<file path="src/rtl/md5_update.sv">
// Single-block MD5 compression engine: 64 steps, one per clock, seeded with A-D.
// The message block port is named msg because "string" is a reserved word in SystemVerilog.
module md5_update (
  input  logic         clk,
  input  logic         reset,
  input  logic [511:0] msg,
  input  logic         en,
  input  logic [8:0]   input_len,
  input  logic [31:0]  A,
  input  logic [31:0]  B,
  input  logic [31:0]  C,
  input  logic [31:0]  D,
  output logic [31:0]  a,
  output logic [31:0]  b,
  output logic [31:0]  c,
  output logic [31:0]  d,
  output logic         complete,
  output logic [7:0]   count
);

  typedef enum logic {IDLE, BUSY} state_t;

  state_t        state, state_next;
  logic          en_q;
  logic          start;
  logic [511:0]  blk;
  logic [31:0]   wa, wb, wc, wd;
  logic [5:0]    step;
  logic [1:0]    round;
  logic [31:0]   fn;
  logic [3:0]    g_idx;
  logic [4:0]    shamt;
  logic [31:0]   k_const;
  logic [31:0]   m_word;
  logic [31:0]   t_sum;
  logic [63:0]   rot_wide;
  logic [31:0]   new_b;
  logic          last_step;
  logic          unused_len;

  // The block length is informational only; the datapath never looks at it.
  assign unused_len = ^input_len;

  assign start     = en & ~en_q;
  assign step      = count[5:0];
  assign round     = step[5:4];
  assign last_step = (count == 8'd63);

  always_comb begin
    fn    = 32'd0;
    g_idx = 4'd0;
    case (round)
      2'd0: begin
        fn    = (wb & wc) | (~wb & wd);
        g_idx = step[3:0];
      end
      2'd1: begin
        fn    = (wb & wd) | (wc & ~wd);
        g_idx = step[3:0] * 4'd5 + 4'd1;
      end
      2'd2: begin
        fn    = wb ^ wc ^ wd;
        g_idx = step[3:0] * 4'd3 + 4'd5;
      end
      default: begin
        fn    = wc ^ (wb | ~wd);
        g_idx = step[3:0] * 4'd7;
      end
    endcase
  end

  always_comb begin
    shamt = 5'd0;
    case ({round, step[1:0]})
      4'd0:  shamt = 5'd7;
      4'd1:  shamt = 5'd12;
      4'd2:  shamt = 5'd17;
      4'd3:  shamt = 5'd22;
      4'd4:  shamt = 5'd5;
      4'd5:  shamt = 5'd9;
      4'd6:  shamt = 5'd14;
      4'd7:  shamt = 5'd20;
      4'd8:  shamt = 5'd4;
      4'd9:  shamt = 5'd11;
      4'd10: shamt = 5'd16;
      4'd11: shamt = 5'd23;
      4'd12: shamt = 5'd6;
      4'd13: shamt = 5'd10;
      4'd14: shamt = 5'd15;
      default: shamt = 5'd21;
    endcase
  end

  // Sine-derived additive constants, one per step.
  always_comb begin
    k_const = 32'd0;
    case (step)
      6'd0:  k_const = 32'hd76aa478;  6'd1:  k_const = 32'he8c7b756;
      6'd2:  k_const = 32'h242070db;  6'd3:  k_const = 32'hc1bdceee;
      6'd4:  k_const = 32'hf57c0faf;  6'd5:  k_const = 32'h4787c62a;
      6'd6:  k_const = 32'ha8304613;  6'd7:  k_const = 32'hfd469501;
      6'd8:  k_const = 32'h698098d8;  6'd9:  k_const = 32'h8b44f7af;
      6'd10: k_const = 32'hffff5bb1;  6'd11: k_const = 32'h895cd7be;
      6'd12: k_const = 32'h6b901122;  6'd13: k_const = 32'hfd987193;
      6'd14: k_const = 32'ha679438e;  6'd15: k_const = 32'h49b40821;
      6'd16: k_const = 32'hf61e2562;  6'd17: k_const = 32'hc040b340;
      6'd18: k_const = 32'h265e5a51;  6'd19: k_const = 32'he9b6c7aa;
      6'd20: k_const = 32'hd62f105d;  6'd21: k_const = 32'h02441453;
      6'd22: k_const = 32'hd8a1e681;  6'd23: k_const = 32'he7d3fbc8;
      6'd24: k_const = 32'h21e1cde6;  6'd25: k_const = 32'hc33707d6;
      6'd26: k_const = 32'hf4d50d87;  6'd27: k_const = 32'h455a14ed;
      6'd28: k_const = 32'ha9e3e905;  6'd29: k_const = 32'hfcefa3f8;
      6'd30: k_const = 32'h676f02d9;  6'd31: k_const = 32'h8d2a4c8a;
      6'd32: k_const = 32'hfffa3942;  6'd33: k_const = 32'h8771f681;
      6'd34: k_const = 32'h6d9d6122;  6'd35: k_const = 32'hfde5380c;
      6'd36: k_const = 32'ha4beea44;  6'd37: k_const = 32'h4bdecfa9;
      6'd38: k_const = 32'hf6bb4b60;  6'd39: k_const = 32'hbebfbc70;
      6'd40: k_const = 32'h289b7ec6;  6'd41: k_const = 32'heaa127fa;
      6'd42: k_const = 32'hd4ef3085;  6'd43: k_const = 32'h04881d05;
      6'd44: k_const = 32'hd9d4d039;  6'd45: k_const = 32'he6db99e5;
      6'd46: k_const = 32'h1fa27cf8;  6'd47: k_const = 32'hc4ac5665;
      6'd48: k_const = 32'hf4292244;  6'd49: k_const = 32'h432aff97;
      6'd50: k_const = 32'hab9423a7;  6'd51: k_const = 32'hfc93a039;
      6'd52: k_const = 32'h655b59c3;  6'd53: k_const = 32'h8f0ccc92;
      6'd54: k_const = 32'hffeff47d;  6'd55: k_const = 32'h85845dd1;
      6'd56: k_const = 32'h6fa87e4f;  6'd57: k_const = 32'hfe2ce6e0;
      6'd58: k_const = 32'ha3014314;  6'd59: k_const = 32'h4e0811a1;
      6'd60: k_const = 32'hf7537e82;  6'd61: k_const = 32'hbd3af235;
      6'd62: k_const = 32'h2ad7d2bb;  default: k_const = 32'heb86d391;
    endcase
  end

  // Rotate via a doubled word so the shift amount never needs a (32 - s) term.
  assign m_word   = blk[{g_idx, 5'd0} +: 32];
  assign t_sum    = fn + wa + k_const + m_word;
  assign rot_wide = {t_sum, t_sum} << shamt;
  assign new_b    = wb + rot_wide[63:32];

  always_comb begin
    state_next = state;
    case (state)
      IDLE:    if (start) state_next = BUSY;
      default: if (last_step) state_next = IDLE;
    endcase
  end

  always_ff @(posedge clk or posedge reset) begin
    if (reset) state <= IDLE;
    else       state <= state_next;
  end

  always_ff @(posedge clk or posedge reset) begin
    if (reset) begin
      en_q     <= 1'b0;
      blk      <= '0;
      wa       <= '0;
      wb       <= '0;
      wc       <= '0;
      wd       <= '0;
      a        <= '0;
      b        <= '0;
      c        <= '0;
      d        <= '0;
      complete <= 1'b0;
      count    <= '0;
    end else begin
      en_q <= en;
      case (state)
        IDLE: begin
          if (start) begin
            blk   <= msg;
            wa    <= A;
            wb    <= B;
            wc    <= C;
            wd    <= D;
            count <= 8'd0;
          end
        end
        default: begin
          wa    <= wd;
          wb    <= new_b;
          wc    <= wb;
          wd    <= wc;
          count <= count + 8'd1;
          if (last_step) begin
            a        <= wd;
            b        <= new_b;
            c        <= wb;
            d        <= wc;
            complete <= ~complete;
          end
        end
      endcase
    end
  end

endmodule

</file>
<file path="config.mk">
export PLATFORM = sky130hd
export DESIGN_NAME = md5_update
export DESIGN_NICKNAME = d
export VERILOG_FILES = /design/src/rtl/md5_update.sv
export SDC_FILE = /design/constraint.sdc
export NUM_CORES = 2
export LEC_CHECK = 0
export CAP_MARGIN = 20
export CORE_AREA = 2 2 305 307
export DETAILED_ROUTE_END_ITERATION = 16
export DIE_AREA = 0 0 307 309
export PLACE_DENSITY = 0.77
export SLEW_MARGIN = 10
export SYNTH_ARGS = -nofsm -noshare
export SYNTH_HDL_FRONTEND = slang
export SYNTH_SLANG_ARGS = --single-unit
export TNS_END_PERCENT = 100
</file>
<file path="constraint.sdc">
create_clock -name clk -period 39.6 [get_ports clk]
set_input_delay 7.92 -clock clk [delete_from_list [all_inputs] [get_ports clk]]
set_output_delay 7.92 -clock clk [all_outputs]
set_load 0.01 [all_outputs]
</file>
==> qor.yml <==
wl_mm: 169
synth_edf_count: 0
cts_root_buffer: "clkbuf_16"
cts_hold_buf: 0
cp_slowest_cell: "o41ai_1"
r2r_setup_slack_ns: 26.08
detail_route.iter0.violations: 5007
netlist_area_um2: 46300
hold_violations: 0
setup_tns_ns: 0
synthCells: 5487
htreeDepth: 3
path_max_fanout: 72
grt_pass1_vias: 40700
regMostFlops: "blk"
postSynthAreaPerCell_um2: 8.43
clk_path_buf_depth: 3
ys_seq_area_frac: 0.421
status: "completed"
numClockSinks: 779
grt_start_max_net_pins: 236
ys_seq_elements: 779
grt_util_met2: 0.551
filler_cell_count: 7552
cts.repair.resized: 0
grt_pass1_wl_mm: 250
drcViolationCount: 0
max_freq_mhz: 74.0
final_max_slew_viol_count: 0
timing.final.crit_share: 0.341
cts_tree: "yes"
cts_buffers: 85
max_cap_violations: 0
post-route-min-period_ns: 13.52
io_pins: 789
synth_area_leaders: "dfrtp_1 42%, nand2_1 17%, mux4_2 6.6%"
grt_overflow_total: 0
antenna_found_initial: 52
vias: 42800
row_count: 111
reg2reg_to: "b[28]$_DFFE_PP0P_"
fin_skew_ns: 0.0274
worstSetupEndpointType: "register"
worst_setup_path_start_kind: "register"
ys_types: 79
worst_pin_slew_ns: 1.21
via_per_inst: 5.84
required_ns: 40.10
reg2regPathDepth: 40
nNetsFinal: 6833
cts_setup_buffers: 0
post-route-util: 0.632
synth_top_area_cell: "dfrtp_1"
met3_usage: 0.0683
place_congestion: 1.01
wl_per_cell_um: 23.0
hold_path.class: "reg2reg"
endpoint: "b[28]$_DFFE_PP0P_"
clk-insertion-delay-late_ns: 0.68
synth.top_cell.area_share: 0.421
syn_to_final_growth_pct: 24.9
fp.dieH_um: 309
met1_usage: 0.455
first_pass_iters: 8
slowest_delay_ns: 0.94
ys.flop_type: "dfrtp_1"
top_usage_layer: "met2"
synth_nets: 6296
start_util: 0.506
clk_pin_slew_worst_paths_ns: 0.06
hpwl_mm: 123
largest_register_ffs: 512
drtAntennaViolNets: 0
setup_viol: 0
grt_usage: 0.348
async_flop_share: 1.00
die_w_um: 307
worst-setup-path-type: "reg2reg"
worstSetupStartpoint: "count[5]$_DFFE_PP0P_"
portBuffers: 779
rsz0062_at_grt: "false"
die_area_um2: 94900
drive_gt1_frac: 0.0688
ys_warn_count: 0
worstReg2RegStart: "count[5]$_DFFE_PP0P_"
cp_data_arrival_time_ns: 14.02
core-area_um2: 91400
slew_headroom: 0.195
==> area by class of cell <==
class	instances	area, um2	area share
Multi-Input combinational cell	4134	24700	0.427
Tap cell	1186	1480	0.0257
Antenna cell	43	108	0.00186
Sequential cell	779	19500	0.338
Clock buffer	118	2500	0.0433
Timing Repair Buffer	840	8330	0.144
Inverter	184	699	0.0121
Clock inverter	39	464	0.00804
==> layer usage <==
| metal | part of all wire | routed length (um) |
|---|---|---|
| met1 | 0.39 | 65700 |
| met4 | 0.058 | 9860 |
| met2 | 0.46 | 77600 |
| met3 | 0.091 | 15400 |
| met5 | 0.00097 | 164 |
==> stage by stage <==
step / instance area (um2) / hold slack (ns) / cells / setup slack [ns]
2_1_floorplan: 46300 / 0.440 / 5487 / 9.81
3_3_place_gp: 54700 / 0.453 / 7122 / 26.64
3_5_place_dp: 54700 / 0.456 / 7122 / 26.57
4_1_cts: 57600 / 0.471 / 7279 / 26.58
5_1_grt: 57700 / 0.489 / 7316 / 25.54
6_report: 57800 / 0.468 / 7323 / 26.08
==> cell usage in the layout (no fill, tap or decap), types with 12 or more instances in the layout <==
cell type / n
a211oi_1: 35
ha_1: 92
buf_4: 56
mux2i_1: 190
o22ai_1: 36
diode_2: 43
clkinv_2: 24
mux4_2: 135
nor2b_1: 13
o21ai_0: 281
inv_1: 181
nor3_1: 36
o31ai_1: 16
or3_1: 12
nor2_1: 242
and3_1: 23
nand3_1: 32
xor2_1: 49
dfrtp_1: 774
clkdlybuf4s50_1: 779
a31oi_1: 58
clkbuf_16: 87
o221ai_1: 13
o21a_1: 16
clkbuf_8: 21
a21oi_1: 290
a21o_1: 37
nand2b_1: 19
o211ai_1: 24
nand2_1: 2129
xnor2_1: 80
fa_1: 65
mux2_2: 44
==> worst min-delay path by stage <==
stage | startpoint | endpoint | slack [ns] | cells past startpoint
6_report | blk[92]$_DFFE_PP0P_ | blk[92]$_DFFE_PP0P_ | 0.47 | 2
5_1_grt | blk[64]$_DFFE_PP0P_ | blk[64]$_DFFE_PP0P_ | 0.49 | 2
4_1_cts | blk[506]$_DFFE_PP0P_ | blk[506]$_DFFE_PP0P_ | 0.47 | 2
3_5_place_dp | blk[370]$_DFFE_PP0P_ | blk[370]$_DFFE_PP0P_ | 0.46 | 2
3_3_place_gp | blk[333]$_DFFE_PP0P_ | blk[333]$_DFFE_PP0P_ | 0.45 | 2
2_1_floorplan | blk[0]$_DFFE_PP0P_ | blk[0]$_DFFE_PP0P_ | 0.44 | 2
==> worst max-delay path, delay by kind of cell (launching register included) <==
| family | cells | cell delay [ns] |
|---|---|---|
| and+or+nand+nor | 3 | 0.76 |
| muxes | 5 | 1.15 |
| xor gates and xnor gates | 2 | 0.44 |
| AOI/OAI and AO/OA | 19 | 5.56 |
| adders and majority gates | 5 | 1.83 |
| DFF | 1 | 0.79 |
| buffers and inverters | 6 | 2.71 |
==> logic make-up (layout without fill, tap and decap cells) <==
logic type | count (synthesis) | after routing | share of synthesized area
DFF | 779 | 779 | 0.421
other | 0 | 43 | 0
muxes | 369 | 369 | 0.118
xor gates and xnor gates | 134 | 134 | 0.0260
adders and majority gates | 157 | 157 | 0.0530
AOI/OAI and AO/OA | 916 | 916 | 0.119
buffers and inverters | 574 | 1181 | 0.0470
and+or+nand+nor | 2558 | 2558 | 0.216
==> Yosys cell counts (all sizes together), types with 10 or more instances <==
master / number
o211ai: 24
o21ai: 284
nor2b: 14
inv: 182
and2: 10
ha: 92
o31ai: 17
a21o: 37
nand2b: 19
a211oi: 35
mux2: 44
o311ai: 10
a31oi: 58
o221ai: 13
dfrtp: 779
a21oi: 291
xor2: 49
nand3: 32
nor2: 244
mux2i: 190
or3: 12
and3: 23
clkbuf: 320
mux4: 135
buf: 70
xnor2: 83
o22ai: 36
nand2: 2130
o21a: 16
fa: 65
nor3: 36
Power is not shown: default switching activity piles up to over one toggle a cycle in this logic, so the estimate is an artifact.
